==> src/rtl/rv32_isa.sv <==
// Shared RV32 ISA encodings plus the M-extension sequencer's state and step count.
package rv32_isa;

  localparam int RegAddrWidth = 5;

  localparam logic [6:0] OpF7MUL = 7'b0000001;

  localparam logic [2:0] OpF3MUL    = 3'b000;
  localparam logic [2:0] OpF3MULH   = 3'b001;
  localparam logic [2:0] OpF3MULHSU = 3'b010;
  localparam logic [2:0] OpF3MULHU  = 3'b011;
  localparam logic [2:0] OpF3DIV    = 3'b100;
  localparam logic [2:0] OpF3DIVU   = 3'b101;
  localparam logic [2:0] OpF3REM    = 3'b110;
  localparam logic [2:0] OpF3REMU   = 3'b111;

  localparam int MulDivSteps = 32;

  typedef enum logic [1:0] {MD_IDLE, MD_CALC, MD_DONE} muldiv_state_e;

  function automatic logic is_div(input logic [2:0] funct3);
    return funct3[2];
  endfunction

endpackage

==> src/rtl/rv32_muldiv_core.sv <==
// One shift-add multiply or restoring-divide step per enabled cycle, on operand magnitudes.
// res_o is the sign-corrected result of the step being taken this cycle.
module rv32_muldiv_core
  import rv32_isa::*;
#(
  parameter int XLEN = 32
) (
  input  logic            clk,
  input  logic            rst,
  input  logic            load_i,
  input  logic            step_i,
  input  logic [2:0]      funct3_i,
  input  logic            neg_a_i,
  input  logic            neg_b_i,
  input  logic [XLEN-1:0] a_mag_i,
  input  logic [XLEN-1:0] b_mag_i,
  output logic [XLEN-1:0] res_o
);

  // acc_q: {product high, multiplier/product low} for MUL*, low half holds dividend->quotient for DIV*
  logic [2*XLEN-1:0] acc_q, acc_d, acc_step, prod_neg;
  logic [XLEN-1:0]   rem_q, rem_d, rem_step;
  logic [XLEN-1:0]   op_q, op_d;
  logic [XLEN:0]     sum, shifted, trial;
  logic              div_mode;

  assign div_mode = is_div(funct3_i);

  always_comb begin
    sum      = {1'b0, acc_q[2*XLEN-1:XLEN]} + {1'b0, op_q};
    shifted  = {rem_q, acc_q[XLEN-1]};
    trial    = shifted - {1'b0, op_q};
    acc_step = acc_q;
    rem_step = rem_q;
    if (div_mode) begin
      if (!trial[XLEN]) begin
        rem_step = trial[XLEN-1:0];
        acc_step = {acc_q[2*XLEN-1:XLEN], acc_q[XLEN-2:0], 1'b1};
      end else begin
        rem_step = shifted[XLEN-1:0];
        acc_step = {acc_q[2*XLEN-1:XLEN], acc_q[XLEN-2:0], 1'b0};
      end
    end else if (acc_q[0]) begin
      acc_step = {sum, acc_q[XLEN-1:1]};
    end else begin
      acc_step = {1'b0, acc_q[2*XLEN-1:1]};
    end
  end

  always_comb begin
    acc_d = acc_q;
    rem_d = rem_q;
    op_d  = op_q;
    if (load_i) begin
      acc_d = {{XLEN{1'b0}}, (div_mode ? a_mag_i : b_mag_i)};
      op_d  = div_mode ? b_mag_i : a_mag_i;
      rem_d = '0;
    end else if (step_i) begin
      acc_d = acc_step;
      rem_d = rem_step;
    end
  end

  always_ff @(posedge clk or posedge rst) begin
    if (rst) begin
      acc_q <= '0;
      rem_q <= '0;
      op_q  <= '0;
    end else begin
      acc_q <= acc_d;
      rem_q <= rem_d;
      op_q  <= op_d;
    end
  end

  // Sign fix-up: negate the full 64-bit product so MULH* high words borrow correctly.
  assign prod_neg = -acc_step;

  always_comb begin
    res_o = acc_step[XLEN-1:0];
    case (funct3_i)
      OpF3MUL:                         res_o = acc_step[XLEN-1:0];
      OpF3MULH, OpF3MULHSU, OpF3MULHU:
        res_o = (neg_a_i ^ neg_b_i) ? prod_neg[2*XLEN-1:XLEN] : acc_step[2*XLEN-1:XLEN];
      OpF3DIV, OpF3DIVU:
        res_o = (neg_a_i ^ neg_b_i) ? -acc_step[XLEN-1:0] : acc_step[XLEN-1:0];
      OpF3REM, OpF3REMU:               res_o = neg_a_i ? -rem_step : rem_step;
      default:                         res_o = acc_step[XLEN-1:0];
    endcase
  end

endmodule

==> src/rtl/rv32_muldiv_seq.sv <==
// RV32 M-extension sequencer: accepts one op, runs 32 datapath steps (or short-cuts
// divide-by-zero / signed overflow), then holds the result until the consumer takes it.
module rv32_muldiv_seq
  import rv32_isa::*;
#(
  parameter int XLEN  = 32,
  parameter int TAG_W = RegAddrWidth
) (
  input  logic            clk,
  input  logic            rst,
  input  logic            flush,
  input  logic            in_valid,
  output logic            in_ready,
  input  logic [2:0]      in_funct3,
  input  logic [XLEN-1:0] in_rs1,
  input  logic [XLEN-1:0] in_rs2,
  input  logic [TAG_W-1:0] in_tag,
  output logic            out_valid,
  input  logic            out_ready,
  output logic [XLEN-1:0] out_result,
  output logic [TAG_W-1:0] out_tag,
  output logic            busy,
  output muldiv_state_e   dbg_state
);

  localparam int CntW = $clog2(MulDivSteps);

  // Handshake: a transfer happens on a rising edge where valid && ready are both high;
  // in_ready is high only in IDLE, out_valid only in DONE, and flush cancels either side.

  muldiv_state_e    state_q, state_d;
  logic [CntW-1:0]  cnt_q, cnt_d;
  logic [2:0]       f3_q, f3_d;
  logic [TAG_W-1:0] tag_q, tag_d;
  logic             na_q, na_d, nb_q, nb_d;
  logic [XLEN-1:0]  res_q, res_d;

  logic            sa, sb, div_by_zero, overflow, core_load, core_step;
  logic [XLEN-1:0] a_mag, b_mag, special_res, core_res;
  logic [2:0]      core_f3;

  always_comb begin
    sa = 1'b0;
    sb = 1'b0;
    case (in_funct3)
      OpF3MULH, OpF3DIV, OpF3REM: begin
        sa = in_rs1[XLEN-1];
        sb = in_rs2[XLEN-1];
      end
      OpF3MULHSU: sa = in_rs1[XLEN-1];
      default: ;
    endcase
  end

  assign a_mag       = sa ? -in_rs1 : in_rs1;
  assign b_mag       = sb ? -in_rs2 : in_rs2;
  assign div_by_zero = is_div(in_funct3) && (in_rs2 == '0);
  assign overflow    = ((in_funct3 == OpF3DIV) || (in_funct3 == OpF3REM)) &&
                       (in_rs1 == {1'b1, {(XLEN-1){1'b0}}}) && (in_rs2 == '1);
  // funct3[1] separates REM* from DIV* within the divide group.
  assign special_res = div_by_zero ? (in_funct3[1] ? in_rs1 : '1)
                                   : (in_funct3[1] ? '0 : {1'b1, {(XLEN-1){1'b0}}});

  always_comb begin
    state_d   = state_q;
    cnt_d     = cnt_q;
    f3_d      = f3_q;
    tag_d     = tag_q;
    na_d      = na_q;
    nb_d      = nb_q;
    res_d     = res_q;
    core_load = 1'b0;
    core_step = 1'b0;
    if (flush) begin
      state_d = MD_IDLE;
    end else begin
      case (state_q)
        MD_IDLE: if (in_valid) begin
          f3_d  = in_funct3;
          tag_d = in_tag;
          na_d  = sa;
          nb_d  = sb;
          if (div_by_zero || overflow) begin
            res_d   = special_res;
            state_d = MD_DONE;
          end else begin
            core_load = 1'b1;
            cnt_d     = CntW'(MulDivSteps - 1);
            state_d   = MD_CALC;
          end
        end
        MD_CALC: begin
          core_step = 1'b1;
          if (cnt_q == '0) begin
            res_d   = core_res;
            state_d = MD_DONE;
          end else begin
            cnt_d = cnt_q - CntW'(1);
          end
        end
        MD_DONE: if (out_ready) state_d = MD_IDLE;
        default: state_d = MD_IDLE;
      endcase
    end
  end

  always_ff @(posedge clk or posedge rst) begin
    if (rst) begin
      state_q <= MD_IDLE;
      cnt_q   <= '0;
      f3_q    <= '0;
      tag_q   <= '0;
      na_q    <= 1'b0;
      nb_q    <= 1'b0;
      res_q   <= '0;
    end else begin
      state_q <= state_d;
      cnt_q   <= cnt_d;
      f3_q    <= f3_d;
      tag_q   <= tag_d;
      na_q    <= na_d;
      nb_q    <= nb_d;
      res_q   <= res_d;
    end
  end

  assign core_f3 = (state_q == MD_IDLE) ? in_funct3 : f3_q;

  rv32_muldiv_core #(.XLEN(XLEN)) u_core (
    .clk      (clk),
    .rst      (rst),
    .load_i   (core_load),
    .step_i   (core_step),
    .funct3_i (core_f3),
    .neg_a_i  (na_q),
    .neg_b_i  (nb_q),
    .a_mag_i  (a_mag),
    .b_mag_i  (b_mag),
    .res_o    (core_res)
  );

  assign in_ready   = (state_q == MD_IDLE);
  assign out_valid  = (state_q == MD_DONE);
  assign busy       = (state_q != MD_IDLE);
  assign out_result = res_q;
  assign out_tag    = tag_q;
  assign dbg_state  = state_q;

endmodule
==> config.mk <==
export PLATFORM = sky130hd
export DESIGN_NAME = rv32_muldiv_seq
export DESIGN_NICKNAME = d
export VERILOG_FILES = /design/src/rtl/rv32_isa.sv /design/src/rtl/rv32_muldiv_core.sv /design/src/rtl/rv32_muldiv_seq.sv
export SDC_FILE = /design/constraint.sdc
export NUM_CORES = 1
export LEC_CHECK = 0
export ABC_AREA = 1
export ABC_CLOCK_PERIOD_IN_PS = 4600
export BUFFER_PORTS_ARGS = -buffer_cell sky130_fd_sc_hd__buf_2
export CORE_ASPECT_RATIO = 0.5
export CORE_MARGIN = 1
export CORE_UTILIZATION = 41
export DETAILED_ROUTE_END_ITERATION = 12
export PLACE_DENSITY = 0.66
export SETUP_SLACK_MARGIN = 0.05
export SLEW_MARGIN = 5
export SYNTH_ARGS = -nofsm -noshare
export SYNTH_HDL_FRONTEND = slang
export SYNTH_HIERARCHICAL = 1
export SYNTH_SLANG_ARGS = --single-unit
==> constraint.sdc <==
create_clock -name clk -period 4.6 [get_ports clk]
set_clock_uncertainty 0.2 [all_clocks]
set_input_delay 0.23 -clock clk [delete_from_list [all_inputs] [get_ports clk]]
set_output_delay 0.23 -clock clk [all_outputs]
set_load 0.005 [all_outputs]
==> results of run 1 <==
-- sequential cells by signal, indices dropped and copies added (netlist names) --
name and count:
cnt_q 5, na_q 1, nb_q 1, u_core/acc_q 64, out_result 32, dbg_state 2
u_core/rem_q 32, f3_q 3, u_core/op_q 32, out_tag 5
-- path summary, 6_finish.rpt --
kind                                       start               end  slack [ns]
max in group asynchronous                    rst  u_core/rem_q[16]        3.23
worst max-delay path            u_core/rem_q[18]    out_result[30]        0.06
worst max register to register  u_core/rem_q[18]    out_result[30]        0.06
min in group asynchronous                    rst   u_core/acc_q[4]        0.29
worst min register to register     out_result[3]     out_result[3]        0.27
worst min-delay path                  in_rs2[25]  u_core/acc_q[25]        0.03
-- report_power, final --
part	leakage, nW	internal (mW)	switching, mW
combinational	9.87	4.75	8.62
clock	0.286	0.790	0.754
sequential	2.30	2.10	0.455
-- routing by layer --
metal / track usage / vias to the layer above
met5: 0 / -
met4: 0.0865 / 2
met3: 0.157 / 109
met2: 0.497 / 1224
met1: 0.524 / 11500
li1: - / 11700
-- Yosys cell counts (all sizes together) --
cell type | count | area [um^2]
a21boi | 7 | 52.6
nor2 | 339 | 1400
xnor2 | 26 | 228
ha | 71 | 888
o21ai | 300 | 1510
inv | 481 | 1810
o21a | 16 | 125
a31oi | 4 | 25.0
o31ai | 2 | 15.0
o311ai | 1 | 8.76
o221ai | 30 | 263
nand3 | 325 | 1720
nand4 | 45 | 294
a21o | 4 | 30.0
fa | 2 | 40.0
o22ai | 60 | 375
o21bai | 13 | 97.6
nand3b | 14 | 105
clkbuf | 60 | 225
nand2 | 966 | 3750
a21oi | 212 | 1090
o211ai | 12 | 90.1
nor3 | 44 | 236
clkinv | 2 | 7.51
nor4 | 7 | 43.8
o2111ai | 14 | 123
dfrtp | 177 | 4430
or2 | 6 | 40.0
xor2 | 74 | 648
buf | 70 | 433
and2 | 3 | 18.8
-- logic make-up (layout without fill, tap and decap cells) --
family,after synthesis,after routing,share of synthesized area
AOI/OAI and AO/OA,675,675,0.189
xor gates and xnor gates,100,100,0.0435
adders and majority gates,73,73,0.0461
buffers and inverters,613,947,0.123
DFF,177,177,0.220
other,0,1,0
and+or+nand+nor,1749,1750,0.378
-- worst max-delay path: cells and delay by family, from the launching register on --
| family | cells | cell delay, ns |
|---|---|---|
| DFF | 1 | 0.40 |
| AOI/OAI and AO/OA | 5 | 0.88 |
| adders and majority gates | 2 | 0.49 |
| buffers and inverters | 1 | 0.06 |
| and+or+nand+nor | 25 | 2.43 |
-- layout make-up --
| cell class | count | area share |
|---|---|---|
| diodes | 1 | 0.000102 |
| clock buffers | 20 | 0.0187 |
| clock inverters | 12 | 0.00501 |
| inverters | 483 | 0.0743 |
| multi-input cells | 2598 | 0.560 |
| flip-flops and latches | 177 | 0.181 |
| well taps | 638 | 0.0326 |
| repair buffers | 432 | 0.128 |
-- what timing repair did --
action | 4_1_cts | 5_1_grt
cloned | 0 | 3
setup endpoints to repair | 10 | 26
hold buffers | 11 | 0
hold endpoints to repair | 186 | 0
pin swaps | 12 | 42
gates resized for setup | 14 | 93
buffers inserted | 5 | 12
==> reports/metrics.json, run 1 <==
{
  "synthCells": 3387,
  "top_layer": "met5",
  "route.met3.wl_um": 13200,
  "clk_pin_slew_ns": 0.07,
  "multi_input_comb_area_mm2": 0.0137,
  "route.final.wire_length_um": 93400,
  "final_design_area_no_fill_mm2": 0.0245,
  "core.rowCount": 56,
  "number_of_hold_violations_in_the_final_report": 0,
  "post-place-cells": 4297,
  "layout-drive-gt1-share": 0.180,
  "fp.dieH_um": 159,
  "grt.overflow.total": 0,
  "yosys.cell_types.count": 52,
  "post_drt_via_cell_ratio": 5.64,
  "power.leakage_nw": 12.5,
  "cts_inserted_buffers": 17,
  "register_area_mm2": 0.00443,
  "synth.ff_latch_count": 177,
  "grt_start_max_net_pins": 129,
  "later_pin_clock_latency_in_the_skew_report_ns": 0.47,
  "die_width_um": 315,
  "crit_path_launch_type": "register",
  "most-common-layout-cells": "nand2_1, inv_1, nand3_1",
  "synth.cell_area_mm2": 0.0201,
  "status": "complete, no violations",
  "place.port_buffers": 118,
  "maxCapViolations": 0,
  "route.vias.total": 24600,
  "unrepaired_setup_endpoints_after_global_routing": "yes",
  "clock_sinks": 177,
  "drtAntennaViolNets": 0,
  "synth_seq_area_share": 0.220,
  "cpMaxStageDelayCell": "dfrtp_1",
  "io_pins": 119,
  "p_per_area_mw_per_mm2": 714,
  "number_of_global_route_vias_before_repair": 22100,
  "postSynthAreaPerCell_um2": 5.94,
  "max_slew.worst_pin.slew_ns": 1.45,
  "synthesis.nets": 3537,
  "grt_pass1_wl_um": 137000,
  "initial_antenna_violation_count": 5,
  "met1Wirelength_um": 42400,
  "drc": 0,
  "finalPower_mw": 17.5,
  "worst_slack_ns": 0.0634,
  "hold_ws_ns": 0.0313,
  "synthesis.yosys.warnings": 6,
  "coreArea_mm2": 0.0476,
  "detail_route.wl_per_cell_um": 21.4,
  "min_period_over_period": 0.986,
  "holdPathStages": 4,
  "layout.core_utilization": 0.513,
  "tritoncts_clock_tree": "done",
  "cp_data_arrival_time_ns": 4.74,
  "final_max_slew_viol_count": 0,
  "layout_nets": 3859,
  "placed_wire_length_estimate_after_detailed_placement_um": 74200,
  "timing.hold.worst.class": "in2reg",
  "ff2ff_path_depth": 33,
  "post_layout_min_period_ns": 4.54,
  "area_growth_pct": 21.5,
  "crit_path_frequent_cell": "nand2_1",
  "total_setup_violations_reported_at_the_end_of_the_flow": 0,
  "drt_iter0_markers": 3357,
  "post-place-ws_ns": -0.266,
  "crit_type": "reg2reg",
  "worst_ir_drop_vdd_uv": 348,
  "max_freq_mhz": 220,
  "met2_wirelength_um": 35800,
  "postPlaceCellArea_mm2": 0.0231,
  "ctsLongestPathBuffers": 2,
  "initial_core_util": 0.422,
  "die-area_mm2": 0.0500,
  "gr-usage-all-layers": 0.367,
  "cp_max_fo": 4,
  "max-slew-margin-rel": 0.0200,
  "crit_required_ns": 4.80,
  "final_common_cell": "nand2_1",
  "cts.root.buffer_cell": "clkbuf_16",
  "critPathMaxStageDelay_ns": 0.40,
  "cts_max_level": 4,
  "filler_cell_count": 5007,
  "worst_setup_path_end_kind": "register",
  "drt_pre_antenna_iters": 6,
  "totalNegativeSetupSlack_ns": 0,
  "place.gp.congestion": 1.05,
  "final-instance-count-excl-fill": 4361
}
No activity file was read; power rests on OpenSTA's default activity.
==> inputs of run 2 (changes only) <==
--- a/config.mk
+++ b/config.mk
@@ -11,6 +11,7 @@
 export CORE_ASPECT_RATIO = 0.5
 export CORE_MARGIN = 1
 export CORE_UTILIZATION = 41
+export CTS_BUF_LIST = sky130_fd_sc_hd__clkbuf_4 sky130_fd_sc_hd__clkbuf_8
 export DETAILED_ROUTE_END_ITERATION = 12
 export PLACE_DENSITY = 0.66
 export SETUP_SLACK_MARGIN = 0.05
==> run 2 against run 1 <==
Net effect:
- sequential cell count unchanged
- worst setup slack better by 0.0057 ns
- combinational power about the same
- count of clock-buffer cells in the layout unchanged
- wire length up 0.33%
- sequential share of layout area about the same
- non-clock buffer count up 18
- clock power down 23%
- global-route usage up 0.098 points
- sequential power about the same
- critical path type unchanged
- critical endpoint unchanged
- largest power group unchanged
==> reports/metrics.json, run 2 (synthesis results as in run 1) <==
{
  "number_of_global_route_vias_before_repair": {"value": 22100, "change": "about the same"},
  "crit_type": {"value": "reg2reg", "change": "unchanged"},
  "initial_antenna_violation_count": {"value": 5, "change": "unchanged"},
  "drt_pre_antenna_iters": {"value": 6, "change": "unchanged"},
  "worst_setup_path_end_kind": {"value": "register", "change": "unchanged"},
  "final_common_cell": {"value": "nand2_1", "change": "unchanged"},
  "final_max_slew_viol_count": {"value": 0, "change": "unchanged"},
  "unrepaired_setup_endpoints_after_global_routing": {"value": "yes", "change": "unchanged"},
  "area_growth": {"value": 21.7, "unit": "%", "change": "was 21.5%"},
  "coreArea": {"value": 0.0476, "unit": "mm^2", "change": "unchanged"},
  "clk_pin_slew": {"value": 0.10, "unit": "ns", "change": "was 0.07 ns"},
  "cts_inserted_buffers": {"value": 17, "change": "unchanged"},
  "place.port_buffers": {"value": 118, "change": "unchanged"},
  "power.leakage": {"value": 12.5, "unit": "nW", "change": "about the same"},
  "crit_path_frequent_cell": {"value": "nand2_2", "change": "was nand2_1"},
  "largest-register": {"value": "u_core/acc_q", "change": "unchanged"},
  "initial_core_util": {"value": 0.422, "change": "unchanged"},
  "p_per_area": {"value": 703, "unit": "mW/mm^2", "change": "was 714 mW/mm^2"},
  "cts.root.buffer_cell": {"value": "clkbuf_8", "change": "was clkbuf_16"},
  "maxCapViolations": {"value": 0, "change": "unchanged"},
  "crit_required": {"value": 4.84, "unit": "ns", "change": "was 4.80 ns"},
  "cp_max_fo": {"value": 4, "change": "unchanged"},
  "drtAntennaViolNets": {"value": 0, "change": "unchanged"},
  "layout-drive-gt1-share": {"value": 0.183, "change": "was 0.180"},
  "io_pins": {"value": 119, "change": "unchanged"},
  "number_of_hold_violations_in_the_final_report": {"value": 0, "change": "unchanged"},
  "route.final.wire_length": {"value": 93700, "unit": "um", "change": "was 93,400 um"},
  "route.vias.total": {"value": 24800, "change": "was 24,600"},
  "status": {"value": "complete, no violations", "change": "unchanged"},
  "die-area": {"value": 0.0500, "unit": "mm^2", "change": "unchanged"},
  "ctsLongestPathBuffers": {"value": 2, "change": "unchanged"},
  "clock_sinks": {"value": 177, "change": "unchanged"},
  "detail_route.wl_per_cell": {"value": 21.4, "unit": "um", "change": "about the same"},
  "place.gp.congestion": {"value": 1.05, "change": "unchanged"},
  "total_setup_violations_reported_at_the_end_of_the_flow": {"value": 0, "change": "unchanged"},
  "tritoncts_clock_tree": {"value": "done", "change": "unchanged"},
  "layout.core_utilization": {"value": 0.514, "change": "was 0.513"},
  "cpMaxStageDelayCell": {"value": "dfrtp_1", "change": "unchanged"},
  "max_reg_flops": {"value": 64, "change": "unchanged"},
  "drt_iter0_markers": {"value": 3540, "change": "was 3,357"},
  "max_slew.worst_pin.slew": {"value": 1.45, "unit": "ns", "change": "about the same"},
  "worst_slack": {"value": 0.0692, "unit": "ns", "change": "was 0.0634 ns"},
  "gr-usage-all-layers": {"value": 0.368, "change": "was 0.367"},
  "cts_max_level": {"value": 4, "change": "unchanged"},
  "grt_pass1_wl": {"value": 138000, "unit": "um", "change": "was 137,000 um"},
  "fp.dieH": {"value": 159, "unit": "um", "change": "unchanged"},
  "worst_ir_drop_vdd": {"value": 306, "unit": "uV", "change": "was 348 uV"},
  "core.rowCount": {"value": 56, "change": "unchanged"},
  "filler_cell_count": {"value": 5021, "change": "was 5,007"},
  "placed_wire_length_estimate_after_detailed_placement": {"value": 74200, "unit": "um", "change": "unchanged"},
  "max_freq": {"value": 221, "unit": "MHz", "change": "was 220 MHz"},
  "min_period_over_period": {"value": 0.985, "change": "was 0.986"},
  "finalPower": {"value": 17.2, "unit": "mW", "change": "was 17.5 mW"},
  "grt.overflow.total": {"value": 0, "change": "unchanged"},
  "cp_data_arrival_time": {"value": 4.77, "unit": "ns", "change": "was 4.74 ns"},
  "post_layout_min_period": {"value": 4.53, "unit": "ns", "change": "was 4.54 ns"},
  "critPathMaxStageDelay": {"value": 0.39, "unit": "ns", "change": "was 0.40 ns"},
  "most-common-layout-cells": {"value": "nand2_1, inv_1, buf_4", "change": "was nand2_1, inv_1, nand3_1"},
  "layout_nets": {"value": 3876, "change": "was 3,859"},
  "totalNegativeSetupSlack": {"value": 0, "unit": "ns", "change": "unchanged"},
  "grt_start_max_net_pins": {"value": 129, "change": "unchanged"},
  "later_pin_clock_latency_in_the_skew_report": {"value": 0.51, "unit": "ns", "change": "was 0.47 ns"},
  "die_width": {"value": 315, "unit": "um", "change": "unchanged"},
  "max-slew-margin-rel": {"value": 0.0220, "change": "was 0.0200"},
  "post_drt_via_cell_ratio": {"value": 5.67, "change": "was 5.64"},
  "drc": {"value": 0, "change": "unchanged"},
  "timing.hold.worst.class": {"value": "in2reg", "change": "unchanged"},
  "crit_path_launch_type": {"value": "register", "change": "unchanged"},
  "post-place-ws": {"value": -0.266, "unit": "ns", "change": "unchanged"}
}
run 2: cell types whose count changed in the layout (fill, tap and decap cells not counted), sizes merged:
cell,delta
dlygate4sd3,+10
buf,+8
nand2,-1
run 2: through the flow:
step / instances / hold slack [ns] / instance area (um^2)
floorplan: 3387 / 0.147 / 20100
global placement: 4297 / 0.235 / 23100
detailed placement: 4297 / 0.236 / 23100
CTS: 4355 / 0.00242 / 23800
global route: 4377 / 0.00583 / 24500
finish: 4378 / 0.0315 / 24500
run 2: path summary, 6_finish.rpt:
path / slack [ns] / cells after the start / from / endpoint
worst max-delay path: 0.07 / 38 / u_core/acc_q[31] / out_result[30]
worst min-delay path: 0.03 / 5 / in_rs1[24] / out_result[24]
worst max register to register: 0.07 / 38 / u_core/acc_q[31] / out_result[30]
worst min register to register: 0.28 / 2 / out_result[3] / out_result[3]
max in group asynchronous: 3.25 / 4 / rst / u_core/rem_q[16]
min in group asynchronous: 0.20 / 4 / rst / u_core/acc_q[3]
run 2: final cells by class:
class / instances / area [um^2] / share of cell area
well taps: 638 / 798 / 0.0326
diodes: 1 / 2.50 / 0.000102
inverters: 483 / 1820 / 0.0742
clock buffers: 20 / 269 / 0.0110
repair buffers: 450 / 3290 / 0.134
clock inverters: 12 / 123 / 0.00501
multi-input cells: 2597 / 13800 / 0.562
flip-flops and latches: 177 / 4430 / 0.181
run 2: routing by layer:
metal  track usage  vias up  share of wire  wire length, um
li1              -    11700              -                -
met2         0.508     1350           0.39            36600
met3         0.123      118           0.14            12700
met4        0.0718        4          0.018             1710
met1         0.544    11600           0.46            42600
met5             0        -        0.00029               27
run 2: critical path, delay by kind of cell, from the launching register on:
kind,cells,cell delay [ns]
fa+ha+maj,3,0.63
buf+inv,3,0.18
compound gates,3,0.47
simple gates,29,2.60
flops,1,0.39
run 2: what timing repair did:
item                                   in CTS  in global routing
pin swaps                                  12                 47
hold buffers                               21                  0
gates cloned                                0                  2
gates resized for setup                    14                104
buffers inserted                            5                 20
endpoints found under the hold margin     196                  0
setup endpoints to repair                  14                 26
run 2: power breakdown:
part / internal (mW) / leakage (nW) / total, mW / switching, mW
Combinational: 4.81 / 9.96 / 13.5 / 8.67
Sequential: 2.10 / 2.30 / 2.55 / 0.452
Clock: 0.478 / 0.202 / 1.18 / 0.701
